[src/rtl/data_io_upload_if.sv]
// SPI responder and RAM read-port bundle for data_io_upload.
interface data_io_upload_if;
  logic        sck;
  logic        ss;
  logic        sdi;
  logic        sdo;
  logic        uploading;
  logic [15:0] a;
  logic [7:0]  din;
  logic [15:0] size;
  logic [15:0] count;

  modport master (output sck, ss, sdi, din, size,
                  input  sdo, uploading, a, count);
  modport slave  (input  sck, ss, sdi, din, size,
                  output sdo, uploading, a, count);
endinterface

[src/rtl/data_io_upload.sv]
// SPI upload responder: streams a RAM region out on sdo via a 1-byte prefetch buffer.
// Optional: define DATA_IO_UPLOAD_SIZE_EN to compile in the UIO_FILE_RX_SIZE (0x57) command.
module data_io_upload #(
  parameter logic [15:0] START_ADDR = 16'h0000
) (
  input  logic          clk,
  input  logic          reset_n,
  data_io_upload_if.slave bus
);

  localparam logic [7:0] UIO_FILE_RX      = 8'h55;
  localparam logic [7:0] UIO_FILE_RX_DAT  = 8'h56;
`ifdef DATA_IO_UPLOAD_SIZE_EN
  localparam logic [7:0] UIO_FILE_RX_SIZE = 8'h57;
`endif

  typedef enum logic [1:0] {PF_IDLE, PF_ISSUE, PF_CAPTURE} pf_state_t;

  logic [2:0]  sck_sr;
  logic [1:0]  ss_sr;
  logic [1:0]  sdi_sr;
  logic        sck_rise;
  logic        sck_fall;
  logic        ss_q;
  logic        sdi_q;

  logic [3:0]  cnt;
  logic [6:0]  rx_sr;
  logic [7:0]  cmd;
  logic [7:0]  shreg;
  logic        sdo_q;
  logic        uploading_q;
  logic [15:0] byte_addr;
  logic [15:0] count_q;
  logic [7:0]  pbuf;
  logic [7:0]  load_byte;
  logic        start_req;
  logic        consume_req;
  logic        prefetch_req;
  pf_state_t   pf_state;
  pf_state_t   pf_next;
`ifdef DATA_IO_UPLOAD_SIZE_EN
  logic [1:0]  slot;
  logic [7:0]  size_hi;
`endif

  always_ff @(posedge clk or negedge reset_n) begin
    if (!reset_n) begin
      sck_sr <= '0;
      ss_sr  <= '1;
      sdi_sr <= '0;
    end else begin
      sck_sr <= {sck_sr[1:0], bus.sck};
      ss_sr  <= {ss_sr[0], bus.ss};
      sdi_sr <= {sdi_sr[0], bus.sdi};
    end
  end

  assign ss_q     = ss_sr[1];
  assign sdi_q    = sdi_sr[1];
  assign sck_rise = sck_sr[1] & ~sck_sr[2] & ~ss_q;
  assign sck_fall = ~sck_sr[1] & sck_sr[2] & ~ss_q;

  assign start_req    = sck_rise && (cnt == 4'd15) && (cmd == UIO_FILE_RX) && sdi_q;
  assign consume_req  = sck_rise && (cnt == 4'd15) && (cmd == UIO_FILE_RX_DAT) && uploading_q;
  assign prefetch_req = start_req || consume_req;

  always_comb begin
    load_byte = '0;
    if (cmd == UIO_FILE_RX_DAT) begin
      if (uploading_q) load_byte = (count_q >= bus.size) ? 8'hFF : pbuf;
    end
`ifdef DATA_IO_UPLOAD_SIZE_EN
    else if (cmd == UIO_FILE_RX_SIZE) begin
      case (slot)
        2'd0:    load_byte = bus.size[7:0];
        2'd1:    load_byte = size_hi;
        default: load_byte = '0;
      endcase
    end
`endif
  end

  always_ff @(posedge clk or negedge reset_n) begin
    if (!reset_n) begin
      cnt         <= '0;
      rx_sr       <= '0;
      cmd         <= '0;
      shreg       <= '0;
      sdo_q       <= 1'b0;
      uploading_q <= 1'b0;
      byte_addr   <= START_ADDR;
      count_q     <= '0;
`ifdef DATA_IO_UPLOAD_SIZE_EN
      slot        <= '0;
      size_hi     <= '0;
`endif
    end else if (ss_q) begin
      // Deselect drops any partial byte; session state is kept across frames.
      cnt   <= '0;
      cmd   <= '0;
      shreg <= '0;
      sdo_q <= 1'b0;
`ifdef DATA_IO_UPLOAD_SIZE_EN
      slot  <= '0;
`endif
    end else begin
      if (sck_rise) begin
        cnt   <= (cnt == 4'd15) ? 4'd8 : cnt + 4'd1;
        rx_sr <= {rx_sr[5:0], sdi_q};
        if (cnt == 4'd7) cmd <= {rx_sr, sdi_q};
        if (cnt == 4'd15 && cmd == UIO_FILE_RX) begin
          uploading_q <= sdi_q;
          if (sdi_q) begin
            byte_addr <= START_ADDR;
            count_q   <= '0;
          end
        end else if (consume_req) begin
          byte_addr <= byte_addr + 16'd1;
          if (count_q != 16'hFFFF) count_q <= count_q + 16'd1;
        end
      end
      if (sck_fall) begin
        if (cnt == 4'd8) begin
          shreg <= load_byte;
          sdo_q <= load_byte[7];
`ifdef DATA_IO_UPLOAD_SIZE_EN
          if (cmd == UIO_FILE_RX_SIZE && slot == 2'd0) size_hi <= bus.size[15:8];
          if (slot != 2'd2) slot <= slot + 2'd1;
`endif
        end else if (cnt > 4'd8) begin
          shreg <= {shreg[6:0], 1'b0};
          sdo_q <= shreg[6];
        end
      end
    end
  end

  always_ff @(posedge clk or negedge reset_n) begin
    if (!reset_n) pf_state <= PF_IDLE;
    else          pf_state <= pf_next;
  end

  // The RAM samples a at the end of ISSUE, so din is valid during CAPTURE.
  always_comb begin
    pf_next = pf_state;
    case (pf_state)
      PF_IDLE:    pf_next = PF_IDLE;
      PF_ISSUE:   pf_next = PF_CAPTURE;
      PF_CAPTURE: pf_next = PF_IDLE;
      default:    pf_next = PF_IDLE;
    endcase
    if (prefetch_req) pf_next = PF_ISSUE;
  end

  always_ff @(posedge clk or negedge reset_n) begin
    if (!reset_n)                    pbuf <= '0;
    else if (pf_state == PF_CAPTURE) pbuf <= bus.din;
  end

  assign bus.a         = byte_addr;
  assign bus.sdo       = sdo_q;
  assign bus.uploading = uploading_q;
  assign bus.count     = count_q;

endmodule

[src/flat_wrapper.sv]
// flat-port wrapper written by rule: the top's interface ports become plain ports
module data_io_upload_flat 
#(
  parameter logic [15:0] START_ADDR = 16'h0000
)
  (clk, reset_n, bus_sck, bus_ss, bus_sdi, bus_din, bus_size, bus_sdo, bus_uploading, bus_a, bus_count);
  data_io_upload_if bus_i ();
  input  logic clk;
  input  logic reset_n;
  input wire logic [$bits(bus_i.sck)-1:0] bus_sck;
  input wire logic [$bits(bus_i.ss)-1:0] bus_ss;
  input wire logic [$bits(bus_i.sdi)-1:0] bus_sdi;
  input wire logic [$bits(bus_i.din)-1:0] bus_din;
  input wire logic [$bits(bus_i.size)-1:0] bus_size;
  output wire logic [$bits(bus_i.sdo)-1:0] bus_sdo;
  output wire logic [$bits(bus_i.uploading)-1:0] bus_uploading;
  output wire logic [$bits(bus_i.a)-1:0] bus_a;
  output wire logic [$bits(bus_i.count)-1:0] bus_count;
  assign bus_i.sck = bus_sck;
  assign bus_i.ss = bus_ss;
  assign bus_i.sdi = bus_sdi;
  assign bus_i.din = bus_din;
  assign bus_i.size = bus_size;
  assign bus_sdo = bus_i.sdo;
  assign bus_uploading = bus_i.uploading;
  assign bus_a = bus_i.a;
  assign bus_count = bus_i.count;
  data_io_upload #(.START_ADDR(START_ADDR)) u_core (.clk(clk), .reset_n(reset_n), .bus(bus_i));
endmodule
[config.mk]
export PLATFORM = sky130hd
export DESIGN_NAME = data_io_upload_flat
export DESIGN_NICKNAME = d
export VERILOG_FILES = /design/src/rtl/data_io_upload_if.sv /design/src/rtl/data_io_upload.sv /design/src/flat_wrapper.sv
export SDC_FILE = /design/constraint.sdc
export NUM_CORES = 1
export LEC_CHECK = 0
export BUFFER_PORTS_ARGS = -buffer_cell sky130_fd_sc_hd__buf_4
export CORE_MARGIN = 8
export CORE_UTILIZATION = 50
export DETAILED_ROUTE_END_ITERATION = 16
export PLACE_DENSITY = 0.72
export RECOVER_POWER = 100
export SETUP_SLACK_MARGIN = 0.15
export SYNTH_ARGS = -nofsm -noshare
export SYNTH_HDL_FRONTEND = slang
export SYNTH_SLANG_ARGS = --single-unit
[constraint.sdc]
create_clock -name clk -period 3.8 [get_ports clk]
set_input_delay 0.38 -clock clk [delete_from_list [all_inputs] [get_ports clk]]
set_output_delay 0.38 -clock clk [all_outputs]
set_load 0.02 [all_outputs]
==> results.py, run 1 <==
metrics = {
    "die": {
        "num_rows": 32,
        "start_util_pct": 51.5,
        "core_area_um2": 7730,
        "die_height_um": 105,
        "dieArea_um2": 11100,
        "ios": 63,
        "fp.dieW_um": 105,
    },
    "global_routing": {
        "grt_pass1_wl_um": 15000,
        "grt_usage_pct": 16.2,
        "grt-ovfl-total": 0,
        "first_global_vias": 3189,
        "antenna_found_initial": 0,
        "grt_max_degree": 78,
    },
    "setup_path": {
        "cp-end-kind": "register",
        "path_max_fanout": 25,
        "timing.rr.end": "u_core.bus.count[11]$_DFFE_PN0P_",
        "crit_path_max_incr_delay_ps": 710,
        "worstPathArrival_ps": 3280,
        "rrSetupSlack_ps": 770,
        "start_kind": "register",
        "required_ps": 4050,
        "reg2regPathDepth": 5,
        "critPathKind": "reg2reg",
        "r2r_start": "u_core.ss_sr[1]$_DFF_PN1_",
        "crit_path_cell_trace": "nor3b_2, nand4_1, a311o_1, or3_1, a21oi_1",
        "slowest_stage": "a311o_1",
    },
    "synth": {
        "yosys-top-cells-area": "dfrtp_1 47%, ha_1 6.3%, mux2_2 4.2%",
        "async_reset_ff_share_pct": 100,
        "synth_cells": 395,
        "synth_top_area_share_pct": 47.2,
        "ys_ff_latch": 77,
        "synth-main-ff-cell": "dfrtp_1",
        "yosys_warnings": 0,
        "syn_area_per_cell_um2": 10.1,
        "synth-edff-count": 0,
        "synth_cell_types": 50,
        "seq_area_frac_synth_pct": 48.5,
        "synth_fp_nets": 444,
        "syn_area_um2": 3980,
        "yosys.area.top_type": "dfrtp_1",
    },
    "power": {
        "p_per_area_nw_per_um2": 339,
        "ir_worst_vdd_v": 0.000308,
        "p_total_mw": 1.54,
        "leakage_nw": 2.03,
    },
    "timing": {
        "post-route-period-util_pct": 79.7,
        "slew_headroom_pct": -24.7,
        "worst_pin_slew_ps": 1870,
        "period_minus_slack_ps": 3030,
        "setup_viol": 0,
        "finalHoldViolations": 0,
        "setup_tns_ps": 0,
        "skew_ps": 6.59,
        "fmax_mhz": 330,
        "drv_slew": 78,
        "rsz0062_at_grt": "no",
    },
    "run_status": {
        "status": "complete, but fails checks",
        "violations": "capacitance limit, slew limit",
    },
    "route": {
        "routedWlPerCell_um": 15.3,
        "post-route-drc-count": 0,
        "drt-vias-per-instance": 5.69,
        "antenna_left": 0,
        "drt_first_pass_iters": 4,
        "vias": 3202,
        "drt_iter0_markers": 196,
        "routed_wl_um": 8630,
    },
    "clocking": {
        "post_cts_buffers": 0,
        "clkSlewWorstSetupHoldPaths_ps": 80,
        "insertion_delay_ps": 350,
        "htree_num_levels": 3,
        "cts_made_buffers": 9,
        "cts_sinks": 77,
        "cts_hold_buf": 0,
        "cts_resized": 0,
        "root_buffer": "clkbuf_8",
        "cts_tree": "built",
        "cts_max_path_buffers": 2,
    },
    "layout": {
        "n_antenna_cell": 0,
        "drive_above_1_share_pct": 13.9,
        "area_delta_synth_final_pct": 14.5,
        "nets": 505,
    },
    "placement": {
        "place.gp.congestion": 0.834,
        "portBuffers": 62,
        "hpwl_um": 6160,
    },
    "hold_path": {
        "hold_end": "u_core.ss_sr[0]$_DFF_PN1_",
        "worst_hold_path_type": "in2reg",
        "hold-path-cell-count": 1,
        "min-delay-start": "bus_ss",
    },
    "flow_run": {
        "cap_violations": 1,
    },
}
==> how the worst max path moves through the flow <==
stage / slack (ps) / cells past startpoint / start / to
floorplan: 1410 / 7 / u_core.bus.count[0]$_DFFE_PN0P_ / u_core.bus.sdo$_DFFE_PN0P_
global placement: 1180 / 5 / u_core.ss_sr[1]$_DFF_PN1_ / u_core.bus.count[9]$_DFFE_PN0P_
detailed placement: 1110 / 5 / u_core.ss_sr[1]$_DFF_PN1_ / u_core.bus.count[11]$_DFFE_PN0P_
CTS: 1080 / 5 / u_core.ss_sr[1]$_DFF_PN1_ / u_core.bus.count[11]$_DFFE_PN0P_
global route: 370 / 5 / u_core.ss_sr[1]$_DFF_PN1_ / u_core.bus.count[11]$_DFFE_PN0P_
finish: 770 / 5 / u_core.ss_sr[1]$_DFF_PN1_ / u_core.bus.count[11]$_DFFE_PN0P_
==> metal layers <==
layer / vias to the layer above / global-route usage [%] / wire, um
met4: 0 / 6.22 / 89
met3: 9 / 4.61 / 499
li1: 1568 / - / -
met1: 1543 / 21.2 / 4060
met5: - / 0 / 0
met2: 82 / 24.9 / 3990
==> placed cells by master (no fill, tap or decap), types with 5 or more instances in the layout <==
cell type	synthesis	routed
ha_1	20	20
or3_1	14	14
a22o_1	8	8
dfrtp_1	75	75
nand4_1	9	10
a22oi_1	8	8
nor3_1	7	7
o21ai_0	29	29
o31a_1	7	7
clkbuf_1	7	36
nand3_1	17	17
nor4_1	6	6
mux2_2	15	15
buf_4	2	25
inv_1	21	21
xnor2_1	9	9
and4_1	5	5
nand2_1	23	23
nor2_1	34	34
a21oi_1	25	25
clkbuf_8	0	11
==> power breakdown <==
group	internal (mW)	total, mW	switching [mW]
Clock	0.277	0.574	0.297
Combinational	0.0479	0.0909	0.0429
Sequential	0.853	0.877	0.0242
Total	1.18	1.54	0.365
==> area by class of cell <==
type | count | area, um2
Clock buffer | 12 | 155
Clock inverter | 4 | 31.3
Fill cell | 705 | 3170
Inverter | 21 | 78.8
Multi-Input combinational cell | 283 | 1880
Sequential cell | 77 | 1930
Tap cell | 102 | 128
Timing Repair Buffer | 64 | 347
==> state kept, by name (all words and copies together), names as in the netlist, 2 cells and up <==
register	count
u_core.shreg	7
u_core.ss_sr	2
u_core.sdi_sr	2
u_core.bus.a	16
u_core.cmd	8
u_core.rx_sr	7
u_core.pbuf	8
u_core.sck_sr	3
u_core.pf_state	2
u_core.bus.count	16
u_core.cnt	4
==> stage by stage <==
| stage | hold slack [ps] | util (%) | setup slack, ps | area [um2] | std cells |
|---|---|---|---|---|---|
| floorplan | 84.4 | - | 1410 | 3980 | 395 |
| global placement | 335 | 58.4 | 1180 | 4520 | 547 |
| detailed placement | 335 | 58.4 | 1110 | 4520 | 547 |
| CTS | 121 | 60.8 | 1080 | 4700 | 563 |
| global route | 124 | 58.9 | 375 | 4550 | 563 |
| finish | 138 | 58.9 | 772 | 4550 | 563 |
==> critical path, delay by kind of cell, from the launching register on <==
kind,cells,cell delay [ps]
AO/OA/AOI/OAI,2,860
flip-flops,1,480
AND/OR/NAND/NOR,3,1590
==> cell families after synthesis <==
logic type                 after synthesis  share of synthesized area [%]
DFF                                     77                           48.5
buffers and inverters                   35                           3.71
AOI/OAI and AO/OA                       91                           14.5
adders and majority gates               20                           6.29
xor gates and xnor gates                11                           2.42
and+or+nand+nor                        144                           19.8
muxes                                   17                           4.75
==> cell usage after synthesis (all sizes together), types with 3 or more instances <==
cell,count
nand3b,4
nand2,23
a22oi,8
ha,20
and2,3
nand4,10
nand2b,3
and4,5
mux2,15
nor2,34
a21oi,25
o31ai,3
and3,4
clkbuf,7
buf,7
dfrtp,75
nor3,7
xnor2,9
o21ai,30
or3,14
nor4,6
a22o,8
nor2b,3
o31a,7
inv,21
nor3b,3
nand3,17
No activity file was read; power rests on OpenSTA's default activity.
==> inputs of run 2 (changes only) <==
- ABC_AREA: default -> 1
- PLACE_DENSITY: 0.72 -> 0.74
- clock period: 3.8 -> 2.66 ns (I/O delays scaled with it)
==> results.py, run 2 <==
metrics = {
    "run_status": {
        "status": "complete, but fails checks",
        "violations": "capacitance limit, slew limit",
    },
    "global_routing": {
        "grtUsageMet1_pct": 20.6,
        "grt_pass1_wl_um": 16500,
        "first_global_vias": 3710,
        "grt.busiest_layer": "met2",
        "grt.met3_usage_pct": 3.81,
        "antenna_found_initial": 0,
        "grt_usage_pct": 16.8,
        "met2_usage_pct": 28.5,
        "grt-ovfl-total": 0,
        "grt_max_degree": 78,
    },
    "setup_path": {
        "critPathKind": "reg2reg",
        "crit_path_cell_trace": "inv_1, nand2_4, inv_1, nand2_2, nor2_4, inv_2, o21ai_0",
        "reg2regPathDepth": 7,
        "rrSetupSlack_ps": 370,
        "worstPathArrival_ps": 2560,
        "cp-startpoint": "u_core.ss_sr[1]$_DFF_PN1_",
        "cp-end-kind": "register",
        "path_max_fanout": 15,
        "start_kind": "register",
        "critPathCapture": "u_core.bus.a[6]$_DFFE_PN0P_",
        "timing.rr.end": "u_core.bus.a[6]$_DFFE_PN0P_",
        "required_ps": 2920,
        "cpMostUsedCell": "inv_1",
        "r2r_start": "u_core.ss_sr[1]$_DFF_PN1_",
        "slowest_stage": "dfstp_1",
        "crit_path_max_incr_delay_ps": 430,
    },
    "die": {
        "die_height_um": 109,
        "start_util_pct": 50.8,
        "core_area_um2": 8590,
        "ios": 63,
        "num_rows": 34,
        "dieArea_um2": 12000,
        "fp.dieW_um": 109,
    },
    "clocking": {
        "cts_tree": "built",
        "clkSlewWorstSetupHoldPaths_ps": 80,
        "htree_num_levels": 3,
        "cts_made_buffers": 9,
        "post_cts_buffers": 0,
        "insertion_delay_ps": 350,
        "cts_max_path_buffers": 2,
        "cts_sinks": 77,
        "root_buffer": "clkbuf_8",
    },
    "timing": {
        "drv_slew": 78,
        "slew_headroom_pct": -25.6,
        "setup_tns_ps": 0,
        "setup_viol": 0,
        "worst_pin_slew_ps": 1880,
        "skew_ps": 5.10,
        "fmax_mhz": 436,
        "finalHoldViolations": 0,
        "post-route-period-util_pct": 86.2,
        "period_minus_slack_ps": 2290,
        "rsz0062_at_grt": "no",
    },
    "power": {
        "ir_worst_vdd_v": 0.000256,
        "power_switching_share_pct": 24.3,
        "seqPwrFrac_pct": 56.1,
        "leakage_nw": 2.43,
        "p_sw_mw": 0.531,
        "p_per_area_nw_per_um2": 438,
        "clock_power_share_pct": 37.9,
        "p_int_mw": 1.65,
        "combPwrFrac_pct": 6.0,
    },
    "layout": {
        "nFillCells": 804,
        "area_delta_synth_final_pct": 14.0,
        "n_antenna_cell": 0,
        "nets": 671,
        "final_cell_mix": "168 x nand2_1, 75 x dfrtp_1, 65 x inv_1",
        "final_common_cell": "nand2_1",
        "fin_cells": 735,
        "drive_above_1_share_pct": 11.2,
    },
    "synth": {
        "synth_cell_types": 37,
        "ys_top_cells_by_count": "165 x nand2_1, 75 x dfrtp_1, 64 x inv_1",
        "synth-edff-count": 0,
        "synth-main-ff-cell": "dfrtp_1",
        "synth_compound_area_share_pct": 8.48,
        "synthMuxAreaShare_pct": 0.258,
        "syn_area_per_cell_um2": 7.84,
        "async_reset_ff_share_pct": 100,
        "synth_top_family_by_area": "simple AND/OR/NAND/NOR gates",
        "yosys.area_share.adder_pct": 5.73,
        "synth_most_common_cell": "nand2_1",
        "synth_xor_area_share_pct": 2.61,
        "synth_fp_nets": 606,
        "yosys-top-cells-area": "dfrtp_1 43%, nand2_1 14%, ha_1 5.7%",
        "synth_top_area_share_pct": 43.0,
        "synth-simple-area-share_pct": 31.6,
        "yosys.area.top_type": "dfrtp_1",
        "seq_area_frac_synth_pct": 44.2,
        "ys_ff_latch": 77,
        "synth_cells": 557,
        "syn_area_um2": 4370,
        "yosys_warnings": 0,
    },
    "route": {
        "drt_iter0_markers": 160,
        "routedWlPerCell_um": 13.1,
        "drt-vias-per-instance": 5.20,
        "antenna_left": 0,
        "drt_first_pass_iters": 4,
        "post-route-drc-count": 0,
        "vias": 3819,
        "routed_wl_um": 9650,
    },
    "placement": {
        "portBuffers": 62,
        "place.gp.congestion": 0.885,
        "hpwl_um": 6980,
        "dp_cells": 718,
    },
    "hold_path": {
        "worst_hold_path_type": "in2reg",
    },
    "flow_run": {
        "cap_violations": 1,
    },
}
[run 2: cell types whose count changed after synthesis, sizes merged, moves of 9 or more]
cell / previous run / this run
or3: 14 / 0
o21ai: 30 / 40
mux2: 15 / 1
inv: 21 / 67
nor3: 7 / 17
xor2: 2 / 13
nand3: 17 / 50
nand2: 23 / 170
xnor2: 9 / 0
[run 2: worst min-delay path by stage]
stage	cells after the start	startpoint	slack [ps]	endpoint
2_1_floorplan	0	reset_n	-30	u_core.bus.a[0]$_DFFE_PN0P_
3_3_place_gp	0	u_core.sdi_sr[0]$_DFF_PN0_	330	u_core.sdi_sr[1]$_DFF_PN0_
3_5_place_dp	0	u_core.sdi_sr[0]$_DFF_PN0_	330	u_core.sdi_sr[1]$_DFF_PN0_
4_1_cts	1	bus_sdi	8	u_core.sdi_sr[0]$_DFF_PN0_
5_1_grt	1	bus_ss	10	u_core.ss_sr[0]$_DFF_PN1_
6_report	1	bus_ss	20	u_core.ss_sr[0]$_DFF_PN1_
[run 2: power by group through the flow]
stage	sequential, mW	combinational (mW)	clock [mW]
floorplan	1.24	0.0632	0
global placement	1.25	0.127	0
detailed placement	1.25	0.133	0
CTS	1.22	0.133	0.847
global route	1.23	0.152	0.899
finish	1.22	0.131	0.826
[run 2: per-layer routing]
layer	wire length [um]	vias to the layer above
met5	0	-
met4	126	0
met3	591	13
met2	4690	88
met1	4250	1787
li1	-	1931
[run 2: critical path, delay by kind of cell, from the launching register on]
family,cells,cell delay [ps]
buffers and inverters,3,920
DFF,1,430
AOI/OAI and AO/OA,1,220
and+or+nand+nor,3,630
[run 2: timing repair]
| item | 4_1_cts | 5_1_grt |
|---|---|---|
| hold buffers | 0 | 1 |
| gates resized for setup | 0 | 1 |
| endpoints found under the hold margin | 0 | 1 |
| endpoints found under the setup margin | 0 | 6 |
[run 2: cell type report]
cell class                 instances  area, um2  share of cell area, %
sequential                        77       1930                   38.8
tap                              108        135                   2.72
inverter                          68        256                   5.16
clock inverter                     5       33.8                  0.679
multi-input combinational        402       2120                   42.5
clock buffer                      11        151                   3.04
timing repair buffer              64        353                   7.09
[run 2: cell families after synthesis]
logic type      Yosys count
buf+inv                  78
flops                    77
simple gates            302
fa+ha+maj                20
compound gates           66
mux                       1
xor+xnor                 13
[run 2: metrics by stage]
stage | worst slack (ps) | hold WS (ps) | instance area [um2] | power, mW | utilization, %
finish | 367 | 24.9 | 4970 | 2.18 | 57.9
detailed placement | 423 | 335 | 4920 | 1.38 | 57.2
floorplan | 912 | -29.6 | 4370 | 1.31 | -
CTS | 372 | 7.91 | 5100 | 2.20 | 59.4
global route | 148 | 9.50 | 4970 | 2.28 | 57.9
global placement | 535 | 334 | 4920 | 1.37 | 57.2
==> inputs of run 3 (changes only) <==
- clock period: 2.66 -> 2 ns (I/O delays scaled with it)
==> results.py, run 3 (same netlist as run 2, synthesis figures left out) <==
metrics = {
    "die": {
        "ios": 63,
        "start_util_pct": 50.8,
        "fp.dieW_um": 109,
        "dieArea_um2": 12000,
        "die_height_um": 109,
        "num_rows": 34,
        "core_area_um2": 8590,
    },
    "layout": {
        "nets": 700,
        "area_delta_synth_final_pct": 24.7,
        "final_common_cell": "nand2_1",
        "n_antenna_cell": 0,
        "fin_util_pct": 63.4,
        "multi_input_area_um2": 2220,
        "regArea_um2": 1930,
        "nFillCells": 788,
        "final_cell_mix": "153 x nand2_1, 75 x dfrtp_1, 62 x inv_1",
        "final_cell_area_um2": 5450,
        "drive_above_1_share_pct": 20.1,
        "fin_cells": 764,
    },
    "power": {
        "ir_worst_vdd_v": 0.000357,
        "p_sw_mw": 0.749,
        "p_int_mw": 2.31,
        "seqPwrFrac_pct": 53.4,
        "clock_power_share_pct": 40.4,
        "p_per_area_nw_per_um2": 561,
        "power_switching_share_pct": 24.5,
        "combPwrFrac_pct": 6.2,
        "leakage_nw": 2.68,
    },
    "route": {
        "drt-vias-per-instance": 5.31,
        "drt_first_pass_iters": 5,
        "routed_wl_um": 10700,
        "antenna_left": 0,
        "vias": 4059,
        "drt_iter0_markers": 161,
        "routedWlPerCell_um": 14.1,
        "post-route-drc-count": 0,
    },
    "timing": {
        "drv_slew": 0,
        "rsz0062_at_grt": "yes",
        "skew_ps": 11.9,
        "setup_viol": 0,
        "hold-worst-slack_ps": 76.6,
        "slew_headroom_pct": 19.3,
        "setup_tns_ps": 0,
        "period_minus_slack_ps": 1830,
        "post-route-period-util_pct": 91.4,
        "worst_pin_slew_ps": 1210,
        "finalHoldViolations": 0,
        "fmax_mhz": 547,
    },
    "setup_path": {
        "worstPathArrival_ps": 2080,
        "cp-end-kind": "register",
        "critPathKind": "reg2reg",
        "cpMostUsedCell": "nor2_2",
        "start_kind": "register",
        "critPathTopFamily": "simple AND/OR/NAND/NOR gates",
        "slowest_stage": "dfrtp_1",
        "cp_num_buf_inv": 2,
        "required_ps": 2250,
        "crit_path_max_incr_delay_ps": 400,
        "crit_path_cell_trace": "ha_1, nand2_2, inv_4, nand2_4, nand3b_4, nor2_2, nor2_2, nand3_4, clkbuf_16, nand2_1, o21ai_2",
        "path_max_fanout": 8,
    },
    "placement": {
        "dp_cells": 732,
        "placed_area_um2": 5050,
        "portBuffers": 62,
        "place.gp.congestion": 0.819,
        "hpwl_um": 7200,
    },
    "hold_path": {
        "worst_hold_path_type": "in2reg",
    },
    "clocking": {
        "cts_tree": "built",
        "cts_made_buffers": 9,
        "insertion_delay_ps": 360,
        "cts_sinks": 77,
        "htree_num_levels": 3,
        "root_buffer": "clkbuf_8",
        "cts_max_path_buffers": 2,
        "clkSlewWorstSetupHoldPaths_ps": 90,
    },
    "global_routing": {
        "antenna_found_initial": 0,
        "grt_max_degree": 48,
        "grt_pass1_wl_um": 16800,
        "grt-ovfl-total": 0,
        "first_global_vias": 3774,
        "grt_usage_pct": 17.2,
    },
    "flow_run": {
        "cap_violations": 0,
    },
    "run_status": {
        "status": "complete, no violations",
    },
}
[run 3: routing by layer]
metal	routed length, um	vias up	global-route usage [%]
met1	4560	1925	21.8
met4	225	0	7.81
met2	5210	120	28.1
met3	740	23	3.22
li1	-	1991	-
met5	0	-	0
[run 3: repair_timing]
item	in CTS	in global routing
gates resized for setup	1	43
setup endpoints to repair	5	39
gates cloned	0	4
hold buffers	4	0
endpoints found under the hold margin	47	0
pin swaps	0	5
setup buffers	0	8
[run 3: area by class of cell]
cell class	instances	area share (%)
tap	108	2.48
multi-input combinational	402	40.7
timing repair buffer	93	12.7
clock buffer	10	2.53
clock inverter	6	1.26
inverter	68	4.89
sequential	77	35.4
[run 3: path summary, 6_finish.rpt]
path,slack [ps],start,end,depth (start not counted)
max,170,u_core.cnt[1]$_DFFE_PN0P_,u_core.bus.count[0]$_DFFE_PN0P_,11
min,80,bus_din[4],u_core.pbuf[4]$_DFFE_PN0N_,3
max reg2reg,170,u_core.cnt[1]$_DFFE_PN0P_,u_core.bus.count[0]$_DFFE_PN0P_,11
min reg2reg,350,u_core.ss_sr[0]$_DFF_PN1_,u_core.ss_sr[1]$_DFF_PN1_,0
max in group asynchronous,610,reset_n,u_core.bus.count[9]$_DFFE_PN0P_,3
min in group asynchronous,620,reset_n,u_core.pbuf[1]$_DFFE_PN0N_,2
[run 3: metrics by stage]
step	setup slack (ps)	power, mW
global route	57.0	3.16
global placement	198	1.84
detailed placement	157	1.85
CTS	150	3.08
floorplan	252	1.74
finish	172	3.06
[run 3: worst register-to-register path: cells and delay by family (launching register included)]
family | cells | cell delay (ps)
buffers and inverters | 2 | 260
flip-flops | 1 | 400
AO/OA/AOI/OAI | 1 | 50
adder cells (fa/ha/maj) | 1 | 230
AND/OR/NAND/NOR | 7 | 770
[run 3: power by group through the flow]
stage	clock network (mW)	registers [mW]	logic, mW
6_report	1.23	1.63	0.191
5_1_grt	1.31	1.64	0.220
4_1_cts	1.26	1.63	0.192
3_5_place_dp	0	1.66	0.185
3_3_place_gp	0	1.66	0.178
2_1_floorplan	0	1.65	0.0841
